### config.mk
export PLATFORM = sky130hd
export DESIGN_NAME = rf_wb_arbiter
export DESIGN_NICKNAME = d
export VERILOG_FILES = /design/src/rtl/rf_pkg.sv /design/src/rtl/rf_scoreboard.sv /design/src/rtl/rf_wb_arbiter.sv
export SDC_FILE = /design/constraint.sdc
export NUM_CORES = 1
export LEC_CHECK = 0
export CAP_MARGIN = 10
export CORE_MARGIN = 2
export CORE_UTILIZATION = 36
export CTS_BUF_LIST = sky130_fd_sc_hd__clkbuf_2 sky130_fd_sc_hd__clkbuf_4 sky130_fd_sc_hd__clkbuf_8
export DETAILED_ROUTE_END_ITERATION = 10
export PLACE_DENSITY = 0.87
export SKIP_CTS_REPAIR_TIMING = 1
export SLEW_MARGIN = 5
export SYNTH_ARGS = -nofsm -noshare
export SYNTH_HDL_FRONTEND = slang
export SYNTH_SLANG_ARGS = --single-unit
### constraint.sdc
create_clock -name clk -period 1.85 [get_ports clk]
set_input_delay 0.185 -clock clk [delete_from_list [all_inputs] [get_ports clk]]
set_output_delay 0.185 -clock clk [all_outputs]
set_load 0.02 [all_outputs]
### src/rtl/rf_pkg.sv
// Shared constants and types for the integer register-file write-back path.
package rf_pkg;

    localparam int unsigned XLEN   = 32;
    localparam int unsigned REG_AW = 5;

    localparam logic [REG_AW-1:0] X0 = '0;

    typedef enum logic [1:0] {
        WB_NONE = 2'd0,
        WB_PIPE = 2'd1,
        WB_LU   = 2'd2,
        WB_MD   = 2'd3
    } wb_src_t;

endpackage

### src/rtl/rf_scoreboard.sv
// Busy-bit scoreboard for destinations of in-flight long-latency ops.
// Produces the decode-stage hazard stall; x0 is never busy.
module rf_scoreboard #(
    parameter int unsigned AW = rf_pkg::REG_AW
) (
    input  logic          clk,
    input  logic          rst_n,
    input  logic          set_en,
    input  logic [AW-1:0] set_rd,
    input  logic          clr_en,
    input  logic [AW-1:0] clr_rd,
    input  logic [AW-1:0] rs1,
    input  logic [AW-1:0] rs2,
    input  logic [AW-1:0] rd,
    output logic          stall
);
    import rf_pkg::*;

    localparam int unsigned NREGS = 1 << AW;

    logic [NREGS-1:0] busy_q, busy_d;

    // Clear is applied first so a same-cycle set of the same register wins.
    always_comb begin
        busy_d = busy_q;
        if (clr_en) begin
            busy_d[clr_rd] = 1'b0;
        end
        if (set_en && (set_rd != '0)) begin
            busy_d[set_rd] = 1'b1;
        end
        busy_d[0] = 1'b0;
    end

    always_ff @(posedge clk or negedge rst_n) begin
        if (!rst_n) begin
            busy_q <= '0;
        end else begin
            busy_q <= busy_d;
        end
    end

    // Lookups use the registered bits only: a register cleared this cycle still stalls.
    always_comb begin
        stall = 1'b0;
        if ((rs1 != '0) && busy_q[rs1]) stall = 1'b1;
        if ((rs2 != '0) && busy_q[rs2]) stall = 1'b1;
        if ((rd  != '0) && busy_q[rd])  stall = 1'b1;
    end

endmodule

### src/rtl/rf_wb_arbiter.sv
// Register-file write-port arbiter (pipeline / load unit / mul-div) with hazard scoreboard.
// Define RF_WB_STARVE_EN to enable secondary wait counters and the pipe_hold anti-starvation path.
module rf_wb_arbiter #(
    parameter int unsigned XLEN     = rf_pkg::XLEN,
    parameter int unsigned REG_AW   = rf_pkg::REG_AW,
    parameter int unsigned MAX_WAIT = 8
) (
    input  logic              clk,
    input  logic              rst_n,
    input  logic              pipe_we_W,
    input  logic [REG_AW-1:0] pipe_rd_W,
    input  logic [XLEN-1:0]   pipe_wdata_W,
    input  logic              lu_valid,
    input  logic [REG_AW-1:0] lu_rd,
    input  logic [XLEN-1:0]   lu_wdata,
    output logic              lu_ready,
    input  logic              md_valid,
    input  logic [REG_AW-1:0] md_rd,
    input  logic [XLEN-1:0]   md_wdata,
    output logic              md_ready,
    input  logic              issue_long,
    input  logic [REG_AW-1:0] issue_rd,
    input  logic [REG_AW-1:0] rs1_D,
    input  logic [REG_AW-1:0] rs2_D,
    input  logic [REG_AW-1:0] rd_D,
    output logic              stall_D,
    output logic              pipe_hold,
    output logic              we_reg_W,
    output logic [REG_AW-1:0] rd_W,
    output logic [XLEN-1:0]   Wdata,
    output logic [1:0]        wb_src_W
);
    import rf_pkg::*;

    logic    slot_taken;
    logic    lu_grant, md_grant;
    logic    lu_starved, md_starved;
    logic    rr_q, rr_d;  // 0: LU preferred, 1: MD preferred
    logic    hold_q;
    wb_src_t wb_src;

`ifdef RF_WB_STARVE_EN
    localparam logic [7:0] WAIT_LIM = 8'(MAX_WAIT);

    logic [7:0] lu_cnt_q, lu_cnt_d;
    logic [7:0] md_cnt_q, md_cnt_d;
    logic       hold_d;

    assign lu_starved = hold_q & lu_valid & (lu_cnt_q == WAIT_LIM);
    assign md_starved = hold_q & md_valid & (md_cnt_q == WAIT_LIM);

    always_comb begin
        lu_cnt_d = lu_cnt_q;
        if (!lu_valid || lu_grant) begin
            lu_cnt_d = '0;
        end else if (lu_cnt_q != WAIT_LIM) begin
            lu_cnt_d = lu_cnt_q + 8'd1;
        end

        md_cnt_d = md_cnt_q;
        if (!md_valid || md_grant) begin
            md_cnt_d = '0;
        end else if (md_cnt_q != WAIT_LIM) begin
            md_cnt_d = md_cnt_q + 8'd1;
        end

        // One-cycle hold, never back-to-back; a still-saturated counter re-arms after the gap.
        hold_d = !hold_q && ((lu_cnt_d == WAIT_LIM) || (md_cnt_d == WAIT_LIM));
    end

    always_ff @(posedge clk or negedge rst_n) begin
        if (!rst_n) begin
            lu_cnt_q <= '0;
            md_cnt_q <= '0;
            hold_q   <= 1'b0;
        end else begin
            lu_cnt_q <= lu_cnt_d;
            md_cnt_q <= md_cnt_d;
            hold_q   <= hold_d;
        end
    end
`else
    logic unused_max_wait;

    assign unused_max_wait = ^MAX_WAIT;
    assign hold_q          = 1'b0;
    assign lu_starved      = 1'b0;
    assign md_starved      = 1'b0;
`endif

    // The pipeline owns the slot unless it is held or writing x0.
    always_comb begin
        slot_taken = rst_n && pipe_we_W && (pipe_rd_W != '0) && !hold_q;
        lu_grant   = 1'b0;
        md_grant   = 1'b0;
        if (rst_n && !slot_taken) begin
            if (lu_starved) begin
                lu_grant = 1'b1;
            end else if (md_starved) begin
                md_grant = 1'b1;
            end else if (lu_valid && md_valid) begin
                lu_grant = !rr_q;
                md_grant = rr_q;
            end else begin
                lu_grant = lu_valid;
                md_grant = md_valid;
            end
        end
    end

    always_comb begin
        rr_d = rr_q;
        if (lu_grant) begin
            rr_d = 1'b1;
        end else if (md_grant) begin
            rr_d = 1'b0;
        end
    end

    always_ff @(posedge clk or negedge rst_n) begin
        if (!rst_n) begin
            rr_q <= 1'b0;
        end else begin
            rr_q <= rr_d;
        end
    end

    always_comb begin
        we_reg_W = 1'b0;
        rd_W     = '0;
        Wdata    = '0;
        wb_src   = WB_NONE;
        if (slot_taken) begin
            we_reg_W = 1'b1;
            rd_W     = pipe_rd_W;
            Wdata    = pipe_wdata_W;
            wb_src   = WB_PIPE;
        end else if (lu_grant) begin
            we_reg_W = (lu_rd != '0);
            rd_W     = lu_rd;
            Wdata    = lu_wdata;
            wb_src   = WB_LU;
        end else if (md_grant) begin
            we_reg_W = (md_rd != '0);
            rd_W     = md_rd;
            Wdata    = md_wdata;
            wb_src   = WB_MD;
        end
    end

    assign lu_ready  = lu_grant;
    assign md_ready  = md_grant;
    assign pipe_hold = hold_q;
    assign wb_src_W  = wb_src;

    rf_scoreboard #(
        .AW (REG_AW)
    ) u_scoreboard (
        .clk    (clk),
        .rst_n  (rst_n),
        .set_en (issue_long),
        .set_rd (issue_rd),
        .clr_en (lu_grant | md_grant),
        .clr_rd (lu_grant ? lu_rd : md_rd),
        .rs1    (rs1_D),
        .rs2    (rs2_D),
        .rd     (rd_D),
        .stall  (stall_D)
    );

endmodule

# Yosys cells after proc, flatten, opt, wreduce, memory -nomap -nowiden
# Index checks and enable logic that the tools add are counted.
[totals]
elab_cells = 67
inputBits = 137
output_inout_bits = 44
register_bits = 32
[op_classes]
n_mux = 34
order_cmp = 7
n_reduce_logical = 20
bitwise = 4
[op_table]
columns = ["operator", "n"]
rows = [
  ["$mux W32", 5],
  ["$reduce_bool A5 Y1", 7],
  ["$and A32 B32 Y32", 1],
  ["$not A32 Y32", 1],
  ["$or A32 B32 Y32", 1],
  ["$lt A5 B6 Y1 const B", 5],
  ["$mux W5", 4],
  ["$mux W1", 17],
  ["$bmux W1 S5", 3],
  ["$demux W1 S5", 2],
  ["$ge A5 B1 Y1 const B", 2],
  ["$logic_and A1 B1 Y1", 10],
  ["$mux W2", 3],
  ["$logic_not A1 Y1", 2],
  ["$reduce_bool A2 Y1", 1],
  ["$or A1 B1 Y1", 1],
]

# Depth between registers and ports, before layout
[logic_depth]
depth_word = 15
ltp_mapped = 7
ltp_nobuf = 5

# Modules after synthesis
# A second synthesis with hierarchy kept.
[unflattened]
hier_cells = 368
area_unflattened_um2 = 3159.3
[modules_own_cells]
columns = ["mod", "cells_per_inst", "area_each_um2", "instances", "seq_area_each_um2"]
rows = [
  ["rf_scoreboard", 203, 2132.0, 1, 775.7],
  ["rf_wb_arbiter", 165, 1027.2, 1, 25.0],
]

# Worst setup path after synthesis
# No wires, ideal clock.
[synth_path]
kind = "input port to output port"
startpoint = "input pipe_rd_W[2]"
endpoint = "output rd_W[1]"
cell_stages = 7
t_arrival_ns = 1.823
n_path_buf = 2
path_slack_ns = -0.158
required_ns = 1.665
cell_sequence = "or4_4 > o21a_1 > clkbuf_1 > nor2_1 > buf_2 > a22oi_1 > nand2_1"
[synth_via]
word_cells_on_any_way = 9
cone_classes = "5 x mux; 4 x reduce/logical"
[synth_lines]
columns = ["item", "line", "text"]
rows = [
  ["start: declaration", "rf_wb_arbiter.sv:11", "input logic [REG_AW-1:0] pipe_rd_W,"],
  ["$reduce_bool A5 Y1", "rf_wb_arbiter.sv:93", "slot_taken = rst_n && pipe_we_W && (pipe_rd_W != '0) && !hold_q;"],
  ["$logic_and A1 B1 Y1", "rf_wb_arbiter.sv:93", ""],
  ["$logic_not A1 Y1", "rf_wb_arbiter.sv:96", "if (rst_n && !slot_taken) begin"],
  ["$logic_and A1 B1 Y1", "rf_wb_arbiter.sv:96", ""],
  ["$mux W1", "rf_wb_arbiter.sv:96", ""],
  ["net lu_ready", "rf_wb_arbiter.sv:16", "output logic lu_ready,"],
  ["$mux W5", "rf_wb_arbiter.sv:138", "end else if (lu_grant) begin"],
  ["$mux W5", "rf_wb_arbiter.sv:133", "if (slot_taken) begin"],
  ["end: declaration", "rf_wb_arbiter.sv:29", "output logic [REG_AW-1:0] rd_W,"],
]
# The timed path passes the listed nets, and every way through them passes these cells.

# Worst setup path after layout
[layout_path]
startpoint = "register u_scoreboard.busy_q[8]"
endpoint = "output stall_D"
[layout_via]
elab_chain_len = 6
word_cells_on_any_way = 12
cone_classes = "9 x mux; 3 x reduce/logical"
[layout_lines]
columns = ["item", "line", "text"]
rows = [
  ["start: declaration", "rf_scoreboard.sv:21", "logic [NREGS-1:0] busy_q, busy_d;"],
  ["start signal: assignment", "rf_scoreboard.sv:39", "busy_q <= busy_d;"],
  ["$bmux W1 S5", "rf_scoreboard.sv:46", "if ((rs1 != '0) && busy_q[rs1]) stall = 1'b1;"],
  ["$mux W1 (implied by the code)", "rf_scoreboard.sv:46", ""],
  ["$logic_and A1 B1 Y1", "rf_scoreboard.sv:46", ""],
  ["$mux W1", "rf_scoreboard.sv:46", ""],
  ["$mux W1", "rf_scoreboard.sv:47", "if ((rs2 != '0) && busy_q[rs2]) stall = 1'b1;"],
  ["$mux W1 (*)", "rf_scoreboard.sv:48", "if ((rd != '0) && busy_q[rd]) stall = 1'b1;"],
  ["end: declaration", "rf_wb_arbiter.sv:26", "output logic stall_D,"],
]
# Mark *: on every way between the ends. The rest lies on a longest branch, timed or not. The select of a mux whose other input is x is not followed.

==> impl_metrics.json <==
{
  "yosys_register_bits": 32,
  "grt_usage": 0.282,
  "clock-sinks": 32,
  "placed_cell_area_mm2": 0.00570,
  "synth_area_leaders": "dfrtp_1 25%, mux4_2 11%, a222oi_1 9.9%",
  "setup_ws_ns": -0.390,
  "rows": 34,
  "start_util": 0.371,
  "port_buffers": 179,
  "grt_setup_unrepaired": "yes",
  "synth_simple_gate_area_frac": 0.165,
  "nets": 789,
  "dpl.hpwl_um": 11400,
  "cts_buffer_depth": 2,
  "grt_max_degree": 39,
  "critical_path_class": "reg -> out",
  "drc": 0,
  "fin_area_mm2": 0.00630,
  "syn_area_per_cell_um2": 8.34,
  "synth_edf_count": 0,
  "clock_latency_ns": 0.28,
  "cts_root_buf": "clkbuf_8",
  "synth_top_family_by_area": "compound AO/OA/AOI/OAI gates",
  "outcome": "complete, but fails checks",
  "skew_ns": 0.00495,
  "async_flop_share": 1.00,
  "violations": "setup timing",
  "cts.clk_slew.worst_paths_ns": 0.07,
  "syn_inst": 388,
  "routedWlPerCell_um": 21.6,
  "p_leak_nw": 2.90,
  "vias": 4665,
  "htreeDepth": 2,
  "fillers": 609,
  "tightest_slew_ns": 0.690,
  "finalHoldViolCount": 0,
  "syn-cell-area_mm2": 0.00324,
  "synth_compound_area_frac": 0.311,
  "final_cells": 761,
  "synth_commonest_cells": "70 x inv_1, 35 x o22ai_1, 32 x a222oi_1, 32 x dfrtp_1, 21 x a22oi_1",
  "die_x_um": 98.8,
  "cp.arrival_ns": 2.05,
  "numCtsBuffers": 5,
  "synthMuxAreaShare": 0.152,
  "critical_path_peak_fanout": 4,
  "yosysTopAreaCell": "dfrtp_1",
  "finalSetupTns_ns": -11.12,
  "drt-pass1-iter-count": 6,
  "critPathCaptureType": "primary output",
  "gr-total-overflow": 0,
  "ys.flop_type": "dfrtp_1",
  "synth_top_area_share": 0.247,
  "grt_pass1_wl_um": 22300,
  "maxCapViolations": 0,
  "core_area_mm2": 0.00872,
  "cp-start-kind": "flip-flop",
  "synthXorXnorAreaFrac": 0,
  "cts_tree": "built",
  "grt_antenna_before_repair": 0,
  "power_density_mw_per_mm2": 521,
  "cp.required_ns": 1.66,
  "boundaryPins": 181,
  "area_growth_pct": 94.5,
  "grt_pass1_vias": 4505,
  "hold_class": "in -> async",
  "vias_per_cell": 6.13,
  "diodes": 0,
  "synth_fa_ha_area_frac": 0,
  "slew_headroom": 0.528,
  "fmax_ghz": 0.446,
  "total_power_mw": 3.28,
  "die_y_um": 98.8,
  "yosys_warnings": 0,
  "place_ws_ns": -0.956,
  "syn_nets": 525,
  "vdd_drop_max_v": 0.000278,
  "period_share": 1.21,
  "place_congestion": 0.968,
  "fp.dieArea_mm2": 0.00977,
  "synth_cell_type_count": 50,
  "fin_crit_ns": 2.24,
  "drt-initial-drc-count": 504,
  "antenna_left": 0,
  "final_core_util": 0.722,
  "whs_ns": 0.359,
  "ys_seq_area_frac": 0.247,
  "synth_most_common_cell": "inv_1",
  "place_inst": 724,
  "drive_gt1_frac": 0.354,
  "routed_wl_um": 16500,
  "slew_violations": 0,
  "setup_viol": 49
}
-- flip-flops by register name (all words and copies together), names as in the netlist --
| name | flops |
|---|---|
| u_scoreboard.busy_q | 31 |
| rr_q | 1 |
-- layout by cell type, fill, tap and decap left out, types with 3 or more instances in the layout --
cell type	synthesis	routed
nand2b_1	4	4
nor2_1	12	10
or3b_2	3	3
mux4_2	16	16
clkbuf_8	0	6
buf_4	1	83
nand4_1	6	6
a21oi_1	16	14
buf_8	0	3
buf_12	0	6
nand2_1	20	13
buf_2	11	24
mux2_2	10	9
clkdlybuf4s50_1	0	124
o22ai_1	35	33
o21ai_1	7	6
inv_1	70	70
nand3_1	8	8
dfrtp_1	32	32
nand4b_1	3	3
nor3_1	4	4
nand3b_1	5	5
a22oi_2	0	12
nand2_2	0	7
a22oi_1	21	9
a222oi_1	32	32
buf_6	0	26
clkbuf_16	0	8
clkbuf_2	0	5
dlymetal6s2s_1	0	9
a2111oi_0	5	5
nor2b_1	10	10
-- cells by family after synthesis --
| family | after synthesis |
|---|---|
| compound gates | 134 |
| buf+inv | 101 |
| simple gates | 92 |
| flops | 32 |
| mux | 28 |
| other cells | 1 |
-- path summary, 6_finish.rpt --
check                                             from                       to  slack (ns)  cells past startpoint
worst max-delay path            u_scoreboard.busy_q[8]                  stall_D       -0.39                      6
worst min-delay path                             rst_n                     rr_q        0.36                      3
worst max register to register                    rr_q  u_scoreboard.busy_q[29]       -0.07                      6
worst min register to register  u_scoreboard.busy_q[3]   u_scoreboard.busy_q[3]        0.56                      2
max in group asynchronous                        rst_n  u_scoreboard.busy_q[21]        1.08                      3
min in group clk                u_scoreboard.busy_q[3]   u_scoreboard.busy_q[3]        0.56                      2
-- layout make-up --
| cell class | instances | area (um2) | share of cell area |
|---|---|---|---|
| clock inverters | 2 | 10.0 | 0.00159 |
| multi-input cells | 255 | 2230 | 0.353 |
| well taps | 108 | 135 | 0.0215 |
| repair buffers | 288 | 2780 | 0.441 |
| flip-flops and latches | 32 | 801 | 0.127 |
| inverters | 70 | 263 | 0.0417 |
| clock buffers | 6 | 82.6 | 0.0131 |
-- per-layer routing --
layer | vias up | GRT usage | routed length, um
met5 | - | 0 | 0
met2 | 334 | 0.498 | 8550
met4 | 0 | 0.168 | 1070
li1 | 2056 | - | -
met3 | 91 | 0.0681 | 1300
met1 | 2184 | 0.305 | 5540
-- critical path: stages, from the launching register on --
cell and delay, ns:
dfrtp_1 0.44, mux4_2 0.51, o2111ai_2 0.22, o41ai_2 0.11, nor3_1 0.20, nand4_1 0.12, buf_4 0.17
-- report_power, final --
group | switching, mW | total [mW] | internal (mW) | leakage [nW]
registers | 0.131 | 0.974 | 0.843 | 0.319
clock network | 0.249 | 0.545 | 0.296 | 0.0510
logic | 0.778 | 1.76 | 0.985 | 2.53
(Power assumes the default switching activity.)
